<file path="src/rtl/pipeline_scheduler_pkg.sv">
// rtl/pipeline_scheduler_pkg.sv - shared widths, ID state encoding and defaults for the scheduler
package pipeline_scheduler_pkg;

   localparam int ADDRESS_WIDTH   = 16;
   localparam int ID_WIDTH        = 3;
   localparam int PIPELINE_DEPTH  = 4;
   localparam int NUM_REQ_DEFAULT = 4;
   localparam int NUM_IDS         = 1 << ID_WIDTH;
   localparam int DRAIN_WIDTH     = $clog2(PIPELINE_DEPTH + 1);

   typedef enum logic [1:0] {
      ID_FREE  = 2'd0,
      ID_BUSY  = 2'd1,
      ID_DRAIN = 2'd2
   } id_state_e;

endpackage

</file>
<file path="src/rtl/pipeline_scheduler_rr_arbiter.sv">
// rtl/pipeline_scheduler_rr_arbiter.sv - round-robin arbiter, priority starts after the last winner
module rr_arbiter #(
   parameter int N  = 4,
   parameter int PW = (N > 1) ? $clog2(N) : 1
) (
   input  logic          clk,
   input  logic          reset,
   input  logic [N-1:0]  req,
   input  logic          en,
   output logic [N-1:0]  grant,
   output logic [PW-1:0] grant_idx
);

   logic [PW-1:0] ptr_q, ptr_d;
   logic          found;
   int            idx;

   // ptr_q holds the requester with highest priority this cycle
   always_comb begin
      grant     = '0;
      grant_idx = '0;
      ptr_d     = ptr_q;
      found     = 1'b0;
      idx       = 0;
      for (int i = 0; i < N; i++) begin
         idx = int'(ptr_q) + i;
         if (idx >= N) idx = idx - N;
         if (en && !found && req[idx]) begin
            found      = 1'b1;
            grant[idx] = 1'b1;
            grant_idx  = PW'(idx);
            ptr_d      = (idx == N - 1) ? '0 : PW'(idx + 1);
         end
      end
   end

   always_ff @(posedge clk or posedge reset) begin
      if (reset) ptr_q <= '0;
      else       ptr_q <= ptr_d;
   end

endmodule

</file>
<file path="src/rtl/pipeline_scheduler.sv">
// rtl/pipeline_scheduler.sv - ID allocation, issue, cancel/drain and retire for a shared pipeline
module pipeline_scheduler
   import pipeline_scheduler_pkg::*;
#(
   parameter int NUM_REQ = NUM_REQ_DEFAULT,
   localparam int OWNER_WIDTH = (NUM_REQ > 1) ? $clog2(NUM_REQ) : 1
) (
   input  logic                             clk,
   input  logic                             reset,
   input  logic [NUM_REQ-1:0]               req_valid,
   input  logic [NUM_REQ*ADDRESS_WIDTH-1:0] req_address,
   output logic [NUM_REQ-1:0]               req_ready,
   output logic [ID_WIDTH-1:0]              req_id,
   input  logic                             cancel_valid,
   input  logic [ID_WIDTH-1:0]              cancel_id,
   output logic [ADDRESS_WIDTH-1:0]         pipe_address,
   output logic [ID_WIDTH-1:0]              pipe_id,
   output logic                             pipe_valid,
   output logic                             pipe_flush,
   output logic [ID_WIDTH-1:0]              pipe_flush_id,
   output logic                             pipe_stall,
   input  logic [ADDRESS_WIDTH-1:0]         pipe_out_address,
   input  logic [ID_WIDTH-1:0]              pipe_out_id,
   input  logic                             pipe_out_valid,
   output logic                             rsp_valid,
   output logic [ADDRESS_WIDTH-1:0]         rsp_address,
   output logic [ID_WIDTH-1:0]              rsp_id,
   output logic [OWNER_WIDTH-1:0]           rsp_owner,
   input  logic                             rsp_ready,
   output logic [ID_WIDTH:0]                busy_count
);

   id_state_e              state_q [NUM_IDS];
   id_state_e              state_d [NUM_IDS];
   logic [OWNER_WIDTH-1:0] owner_q [NUM_IDS];
   logic [OWNER_WIDTH-1:0] owner_d [NUM_IDS];
   logic [DRAIN_WIDTH-1:0] drain_q [NUM_IDS];
   logic [DRAIN_WIDTH-1:0] drain_d [NUM_IDS];
   logic [ID_WIDTH:0]      busy_count_q, busy_count_d;

   logic                   exit_busy, cancel_busy, cancel_exit, retire;
   logic                   alloc_found, grant_en;
   logic [ID_WIDTH-1:0]    alloc_id;
   logic [NUM_REQ-1:0]     grant;
   logic [OWNER_WIDTH-1:0] grant_idx;

   // A cancel hitting the exiting ID kills the response outright instead of draining
   assign exit_busy   = pipe_out_valid && (state_q[pipe_out_id] == ID_BUSY);
   assign cancel_busy = !reset && cancel_valid && (state_q[cancel_id] == ID_BUSY);
   assign cancel_exit = cancel_busy && pipe_out_valid && (cancel_id == pipe_out_id);
   assign rsp_valid   = !reset && exit_busy && !cancel_exit;
   assign pipe_stall  = rsp_valid && !rsp_ready;
   assign retire      = rsp_valid && rsp_ready;

   assign rsp_address = pipe_out_address;
   assign rsp_id      = pipe_out_id;
   assign rsp_owner   = owner_q[pipe_out_id];

   assign pipe_flush    = cancel_busy;
   assign pipe_flush_id = cancel_id;

   // Search current state only, so IDs freed this cycle wait until next cycle
   always_comb begin
      alloc_found = 1'b0;
      alloc_id    = '0;
      for (int i = NUM_IDS - 1; i >= 0; i--) begin
         if (state_q[i] == ID_FREE) begin
            alloc_found = 1'b1;
            alloc_id    = ID_WIDTH'(i);
         end
      end
   end

   assign grant_en = !reset && !pipe_stall && alloc_found;

   rr_arbiter #(
      .N  (NUM_REQ),
      .PW (OWNER_WIDTH)
   ) u_arb (
      .clk       (clk),
      .reset     (reset),
      .req       (req_valid),
      .en        (grant_en),
      .grant     (grant),
      .grant_idx (grant_idx)
   );

   assign req_ready    = grant;
   assign pipe_valid   = |grant;
   assign req_id       = alloc_id;
   assign pipe_id      = alloc_id;
   assign pipe_address = req_address[int'(grant_idx) * ADDRESS_WIDTH +: ADDRESS_WIDTH];

   always_comb begin
      busy_count_d = '0;
      for (int i = 0; i < NUM_IDS; i++) begin
         state_d[i] = state_q[i];
         owner_d[i] = owner_q[i];
         drain_d[i] = drain_q[i];
         if (state_q[i] == ID_DRAIN && !pipe_stall) begin
            if (drain_q[i] <= DRAIN_WIDTH'(1)) begin
               state_d[i] = ID_FREE;
               drain_d[i] = '0;
            end else begin
               drain_d[i] = drain_q[i] - DRAIN_WIDTH'(1);
            end
         end
         if (retire && pipe_out_id == ID_WIDTH'(i)) state_d[i] = ID_FREE;
         if (cancel_busy && cancel_id == ID_WIDTH'(i)) begin
            if (cancel_exit) begin
               state_d[i] = ID_FREE;
            end else begin
               state_d[i] = ID_DRAIN;
               drain_d[i] = DRAIN_WIDTH'(PIPELINE_DEPTH);
            end
         end
         if (pipe_valid && alloc_id == ID_WIDTH'(i)) begin
            state_d[i] = ID_BUSY;
            owner_d[i] = grant_idx;
         end
         if (state_d[i] != ID_FREE) busy_count_d = busy_count_d + (ID_WIDTH + 1)'(1);
      end
   end

   always_ff @(posedge clk or posedge reset) begin
      if (reset) begin
         for (int i = 0; i < NUM_IDS; i++) begin
            state_q[i] <= ID_FREE;
            owner_q[i] <= '0;
            drain_q[i] <= '0;
         end
         busy_count_q <= '0;
      end else begin
         for (int i = 0; i < NUM_IDS; i++) begin
            state_q[i] <= state_d[i];
            owner_q[i] <= owner_d[i];
            drain_q[i] <= drain_d[i];
         end
         busy_count_q <= busy_count_d;
      end
   end

   assign busy_count = busy_count_q;

endmodule

</file>
<file path="config.mk">
export PLATFORM = sky130hd
export DESIGN_NAME = pipeline_scheduler
export DESIGN_NICKNAME = d
export VERILOG_FILES = /design/src/rtl/pipeline_scheduler_pkg.sv /design/src/rtl/pipeline_scheduler_rr_arbiter.sv /design/src/rtl/pipeline_scheduler.sv
export SDC_FILE = /design/constraint.sdc
export NUM_CORES = 1
export LEC_CHECK = 0
export ABC_CLOCK_PERIOD_IN_PS = 14600
export BUFFER_PORTS_ARGS = -buffer_cell sky130_fd_sc_hd__buf_2
export CORE_MARGIN = 4
export CORE_UTILIZATION = 39
export CTS_CLUSTER_DIAMETER = 30
export DETAILED_ROUTE_END_ITERATION = 16
export PLACE_DENSITY = 0.71
export SLEW_MARGIN = 10
export SYNTH_ARGS = -nofsm -noshare
export SYNTH_HDL_FRONTEND = slang
export SYNTH_SLANG_ARGS = --single-unit
</file>
<file path="constraint.sdc">
create_clock -name clk -period 14.6 [get_ports clk]
set_input_delay 2.19 -clock clk [delete_from_list [all_inputs] [get_ports clk]]
set_output_delay 2.19 -clock clk [all_outputs]
set_load 0.05 [all_outputs]
</file>
==> results of run 1 <==
==> layer usage <==
metal / up-vias / GRT usage (%) / share of wire, %
met5: - / 0 / 0
met4: 0 / 5.11 / 1.5
met3: 22 / 3.26 / 4.2
li1: 2431 / - / -
met1: 2297 / 23.9 / 45
met2: 102 / 28.8 / 49
==> cells by family after synthesis <==
group                    after synthesis  synth area share, %
AO/OA/AOI/OAI                        153                 19.1
flip-flops                            62                 28.5
buffers and inverters                 81                 7.61
adder cells (fa/ha/maj)               29                 6.67
XOR/XNOR                              20                 3.75
multiplexers                          58                 13.7
AND/OR/NAND/NOR                      231                 20.7
==> power by group <==
group	internal, uW	switching (uW)	leakage [uW]
clock network	135	75.0	0.000141
registers	232	65.0	0.000814
logic	473	755	0.00193
total	840	895	0.00288
==> sequential cells by signal (all words and copies together) (netlist names) <==
register,cells
busy_count,4
drain_q,24
owner_q,16
state_q,16
u_arb.ptr_q,2
==> worst max-delay path, cell delays in order <==
cell	delay, ns
buf_2	0.15
nand2b_1	0.25
o22ai_1	0.10
o21ai_1	0.56
a21boi_1	0.31
nor2_1	0.89
a211o_1	0.49
a211oi_4	0.05
buf_4	0.32
nor2b_1	0.18
a211oi_1	0.06
a21oi_1	0.16
buf_2	0.29
==> metrics by stage <==
step / instance area, um^2 / std cells / setup slack, ns / total power [uW] / hold WS, ns
floorplan: 5440 / 634 / 5.34 / 1310 / 0.441
global placement: 6010 / 883 / 6.63 / 1510 / 0.469
detailed placement: 6010 / 883 / 6.43 / 1520 / 0.469
CTS: 6300 / 898 / 6.47 / 1740 / 0.487
global route: 6300 / 898 / 5.91 / 1890 / 0.505
finish: 6300 / 898 / 6.38 / 1740 / 0.484
==> cell usage after synthesis, types with 14 or more instances <==
cell type   n  area, um^2
ha_1       29         363
buf_4      25         188
clkbuf_1   16        60.1
a21oi_1    53         265
nand2_1    45         169
o21ai_0    17        85.1
inv_1      29         109
nor3_1     36         180
a211oi_1   19         143
nand3_1    14        70.1
mux2i_1    24         240
nor2b_1    25         156
nor2_1     69         259
mux2_2     23         259
dfrtp_1    62        1550
==> placed cells by master (no fill, tap or decap), types with 4 or more instances in the layout <==
master | netlist | routed
a31oi_1 | 5 | 5
nor2b_1 | 25 | 25
xor2_1 | 7 | 7
clkbuf_16 | 0 | 9
nor3_1 | 36 | 36
o21ai_0 | 17 | 17
xnor2_1 | 11 | 11
nand3_1 | 14 | 14
or2_2 | 4 | 4
dfrtp_1 | 62 | 62
o21bai_1 | 5 | 5
o22ai_1 | 7 | 7
buf_2 | 7 | 120
or3_1 | 7 | 7
buf_4 | 25 | 4
nand2_1 | 45 | 45
nor2_1 | 69 | 69
mux2i_1 | 24 | 24
nand2b_1 | 11 | 11
ha_1 | 29 | 29
a211o_1 | 6 | 6
a22oi_1 | 5 | 5
mux4_2 | 11 | 11
a211oi_1 | 19 | 18
a21oi_1 | 53 | 52
mux2_2 | 23 | 23
inv_1 | 29 | 28
==> final timing paths <==
path | endpoint | slack (ns)
max | pipe_address[13] | 6.38
min | owner_q[9]$_DFFE_PP0P_ | 0.48
max reg2reg | busy_count[1]$_DFF_PP0_ | 8.08
min reg2reg | owner_q[9]$_DFFE_PP0P_ | 0.48
max in group asynchronous | busy_count[0]$_DFF_PP0_ | 11.87
min in group asynchronous | drain_q[13]$_DFF_PP0_ | 2.18
==> area by class of cell <==
cell class | count | area, um^2 | share of cell area (%)
tap | 176 | 220 | 3.50
inverter | 30 | 113 | 1.79
clock buffer | 11 | 243 | 3.85
sequential | 62 | 1550 | 24.6
timing repair buffer | 124 | 631 | 10.0
multi-input combinational | 491 | 3490 | 55.5
clock inverter | 4 | 47.5 | 0.755
==> metrics.cfg, run 1 <==
[die]
rows=42
fp.dieArea_um2=15900
ios=153
core_um2=13500
start_util_pct=40.5
fp.dieW_um=126
die_h_um=126

[critical_path]
timing.rr.start=u_arb.ptr_q[0]$_DFFE_PP0P_
worstRegToRegCells=23
required_ns=12.41
crit_type=in2out
startpoint=cancel_id[0]
crit_arrival_ns=6.03
cp-start-kind=input pin
end_kind=primary output
cp_max_fo=56

[yosys]
synth_edf_count=0
async_reset_ff_share_pct=100
syn-mean-instance-area_um2=8.59
synth.distinct_cells=69
synth_cells=634
ys_ff_latch=62
synth_warnings=0
synth-main-ff-cell=dfrtp_1
netlist_area_um2=5440
ys_seq_area_share_pct=28.5
syn_nets=758

[timing]
fin_setup_tns_ns=0
finalClockSkew_ns=0.00402
rsz0062_at_grt=false
maxSlewHeadroom_pct=28.1
final-hold-violation-count=0
timing.final.crit_share_pct=56.3
slew_viol_final=0
fmax_mhz=122
setup_viol=0
finalCriticalPeriod_ns=8.22
worst_pin_slew_ns=1.07

[cts]
clk_pin_slew_ns=0.05
cts_setup_buffers=0
clk_latency_ns=0.33
cts_max_path_buffers=2
h-tree-depth=3
cts_tree=built
root_buffer=clkbuf_16
clock_sink_count=62
cts_hold_buf=0
numCtsBuffers=9
post_cts_resized=0

[finish]
nFillCells=1347
area_delta_synth_final_pct=15.7
nets=842
drive_gt1_share_pct=26.9
n_antenna_cell=0
final_core_util_pct=46.8

[grt]
grt_max_degree=63
antenna_found_initial=0
track_usage_pct=17.6
grt_pass1_wl_um=23400
grt_pass1_vias=4635
gr-total-overflow=0

[pwr]
p_per_area_nw_per_um2=275
p_leak_uw=0.00288
vdd_drop_max_uv=208

[min_path]
holdPathStages=2
min_from=owner_q[9]$_DFFE_PP0P_
hp-class=reg2reg

[route]
post_drt_wl_per_cell_um=15.8
wirelength_um=14200
drc=0
vias=4852
postRouteAntennaNets=0
viasPerCell=5.40
drt_first_pass_iters=5
dr.first_iter.drc_count=324

[place]
portBuffers=120
place.gp.congestion=0.874
dp.final_hpwl_um=10800

[job]
cap_violations=0

[outcome]
outcome=finished clean

No activity file was read; power rests on OpenSTA's default activity.
==> run 2, diff against run 1 <==
ABC_CLOCK_PERIOD_IN_PS = 7700   (was 14600)
clock period = 7.7 ns   (was 14.6 ns; I/O delays follow)
==> run 2 against run 1 <==
Effect of this change:
- setup slack worse by 5.1 ns
- first-iteration DRC count is 7.1% lower
- highest routed layer unchanged
- routed wire length is 3.2% higher
- largest power group unchanged
- total power is 93% higher
- critical path depth is 10 higher
- sequential power is 92% higher
==> metrics.cfg, run 2 (synthesis results as in run 1) <==
[cts]
clock_sink_count=62
cts_max_path_buffers=2
clk_latency_ns=0.32
clk_pin_slew_ns=0.05
numCtsBuffers=9
cts_hold_buf=0
post_cts_resized=0
root_buffer=clkbuf_16
cts_tree=built
cts_setup_buffers=0
h-tree-depth=3

[die]
die_h_um=126
rows=42
fp.dieArea_um2=15900
core_um2=13500
ios=153
start_util_pct=40.5
fp.dieW_um=126

[timing]
setup_viol=0
slew_viol_final=0
final-hold-violation-count=0
worst_pin_slew_ns=1.23
timing.final.crit_share_pct=83.7
finalCriticalPeriod_ns=6.44
fin_setup_tns_ns=0
finalClockSkew_ns=0.0113
fmax_mhz=155
rsz0062_at_grt=false
maxSlewHeadroom_pct=18.2

[place]
portBuffers=120
dp.final_hpwl_um=11200
place_inst=885
place.gp.congestion=0.867
post_dp_cell_area_um2=6020

[grt]
grt_pass1_wl_um=23400
antenna_found_initial=0
gr-total-overflow=0
grt_pass1_vias=4691
track_usage_pct=17.7
grt_max_degree=49

[finish]
design_area_um2=6350
instances_no_fill=900
mostFrequentLayoutCells=buf_2 (120), nor2_1 (69), dfrtp_1 (62)
n_antenna_cell=0
layout_commonest_cell=buf_2
area_delta_synth_final_pct=16.6
drive_gt1_share_pct=27.1
reg.largest.list=drain_q x24, owner_q x16, state_q x16
top_register=drain_q
largest_register_ffs=24
nets=844

[critical_path]
r2r_end=busy_count[1]$_DFF_PP0_
crit_type=reg2reg
critPathCapture=busy_count[1]$_DFF_PP0_
startpoint=u_arb.ptr_q[0]$_DFFE_PP0P_
end_kind=register
worstRegToRegCells=23
cp-start-kind=register
crit_arrival_ns=6.65
crit_slowest_cell=dfrtp_1
reg2reg_slack_ns=1.26
required_ns=7.91
crit_path_cell_trace=inv_1, ha_1, mux4_2, nor3_1, o31a_1, a211oi_2, a21oi_1, inv_1, nor2_1, inv_1, ha_1, xnor2_1, xnor2_1, o21bai_1, ha_1, o221a_2, xor2_1, mux2_2, ha_1, nand2_1, o21ai_0, ha_1, mux2_2
slowest_delay_ns=0.73
timing.rr.start=u_arb.ptr_q[0]$_DFFE_PP0P_
cp_max_fo=17
path_common_cell=ha_1

[route]
wl_met1_um=6460
vias=4970
post_drt_wl_per_cell_um=16.2
postRouteAntennaNets=0
dr.first_iter.drc_count=301
dr_wl_met2_um=7010
drc=0
met3WireLength_um=750
viasPerCell=5.52
drt_first_pass_iters=5
highest_layer=met4
wirelength_um=14600

[job]
cap_violations=0

[pwr]
p_per_area_nw_per_um2=529
p_leak_uw=0.00291
vdd_drop_max_uv=554

[min_path]
hp-class=reg2reg

[outcome]
outcome=finished clean

## run 2: where the power goes
part	internal (uW)	switching (uW)	total [uW]
Sequential	440	129	569
Clock	299	142	441
Combinational	899	1450	2350
Total	1640	1720	3360
## run 2: cell type report
class | count | area (um^2)
fillers | 1375 | 7100
inverters | 30 | 113
multi-input cells | 491 | 3490
repair buffers | 126 | 646
well taps | 176 | 220
flip-flops and latches | 62 | 1550
clock buffers | 12 | 256
clock inverters | 3 | 67.6
## run 2: worst max-delay path, delay by kind of cell, from the launching register on
family                     cells  cell delay [ns]
AOI/OAI and AO/OA              6             1.25
DFF                            1             0.73
buffers and inverters          3             0.40
adders and majority gates      5             1.70
xor gates and xnor gates       3             0.74
and+or+nand+nor                3             0.51
muxes                          3             0.99
## run 2: worst min-delay path by stage
stage / cells past startpoint / from / slack (ns) / to
2_1_floorplan: 2 / owner_q[8]$_DFFE_PP0P_ / 0.44 / owner_q[8]$_DFFE_PP0P_
4_1_cts: 2 / owner_q[9]$_DFFE_PP0P_ / 0.49 / owner_q[9]$_DFFE_PP0P_
3_5_place_dp: 2 / owner_q[9]$_DFFE_PP0P_ / 0.47 / owner_q[9]$_DFFE_PP0P_
3_3_place_gp: 2 / owner_q[8]$_DFFE_PP0P_ / 0.47 / owner_q[8]$_DFFE_PP0P_
6_report: 2 / owner_q[9]$_DFFE_PP0P_ / 0.50 / owner_q[9]$_DFFE_PP0P_
5_1_grt: 1 / owner_q[2]$_DFFE_PP0P_ / 0.53 / owner_q[2]$_DFFE_PP0P_
## run 2: routing by layer
metal | GRT usage, % | up-vias
li1 | - | 2430
met1 | 24.0 | 2326
met2 | 29.0 | 174
met3 | 2.67 | 40
met4 | 5.55 | 0
met5 | 0 | -
## run 2: per-stage QoR
stage | hold WS (ns) | total power (uW) | setup slack (ns) | utilization [%]
final | 0.497 | 3360 | 1.26 | 47.2
after global routing | 0.525 | 3610 | 0.743 | 47.2
after CTS | 0.490 | 3370 | 1.28 | 47.2
after detailed placement | 0.467 | 2910 | 1.03 | 44.8
after global placement | 0.473 | 2880 | 1.20 | 44.8
after floorplan | 0.441 | 2480 | 0.509 | -
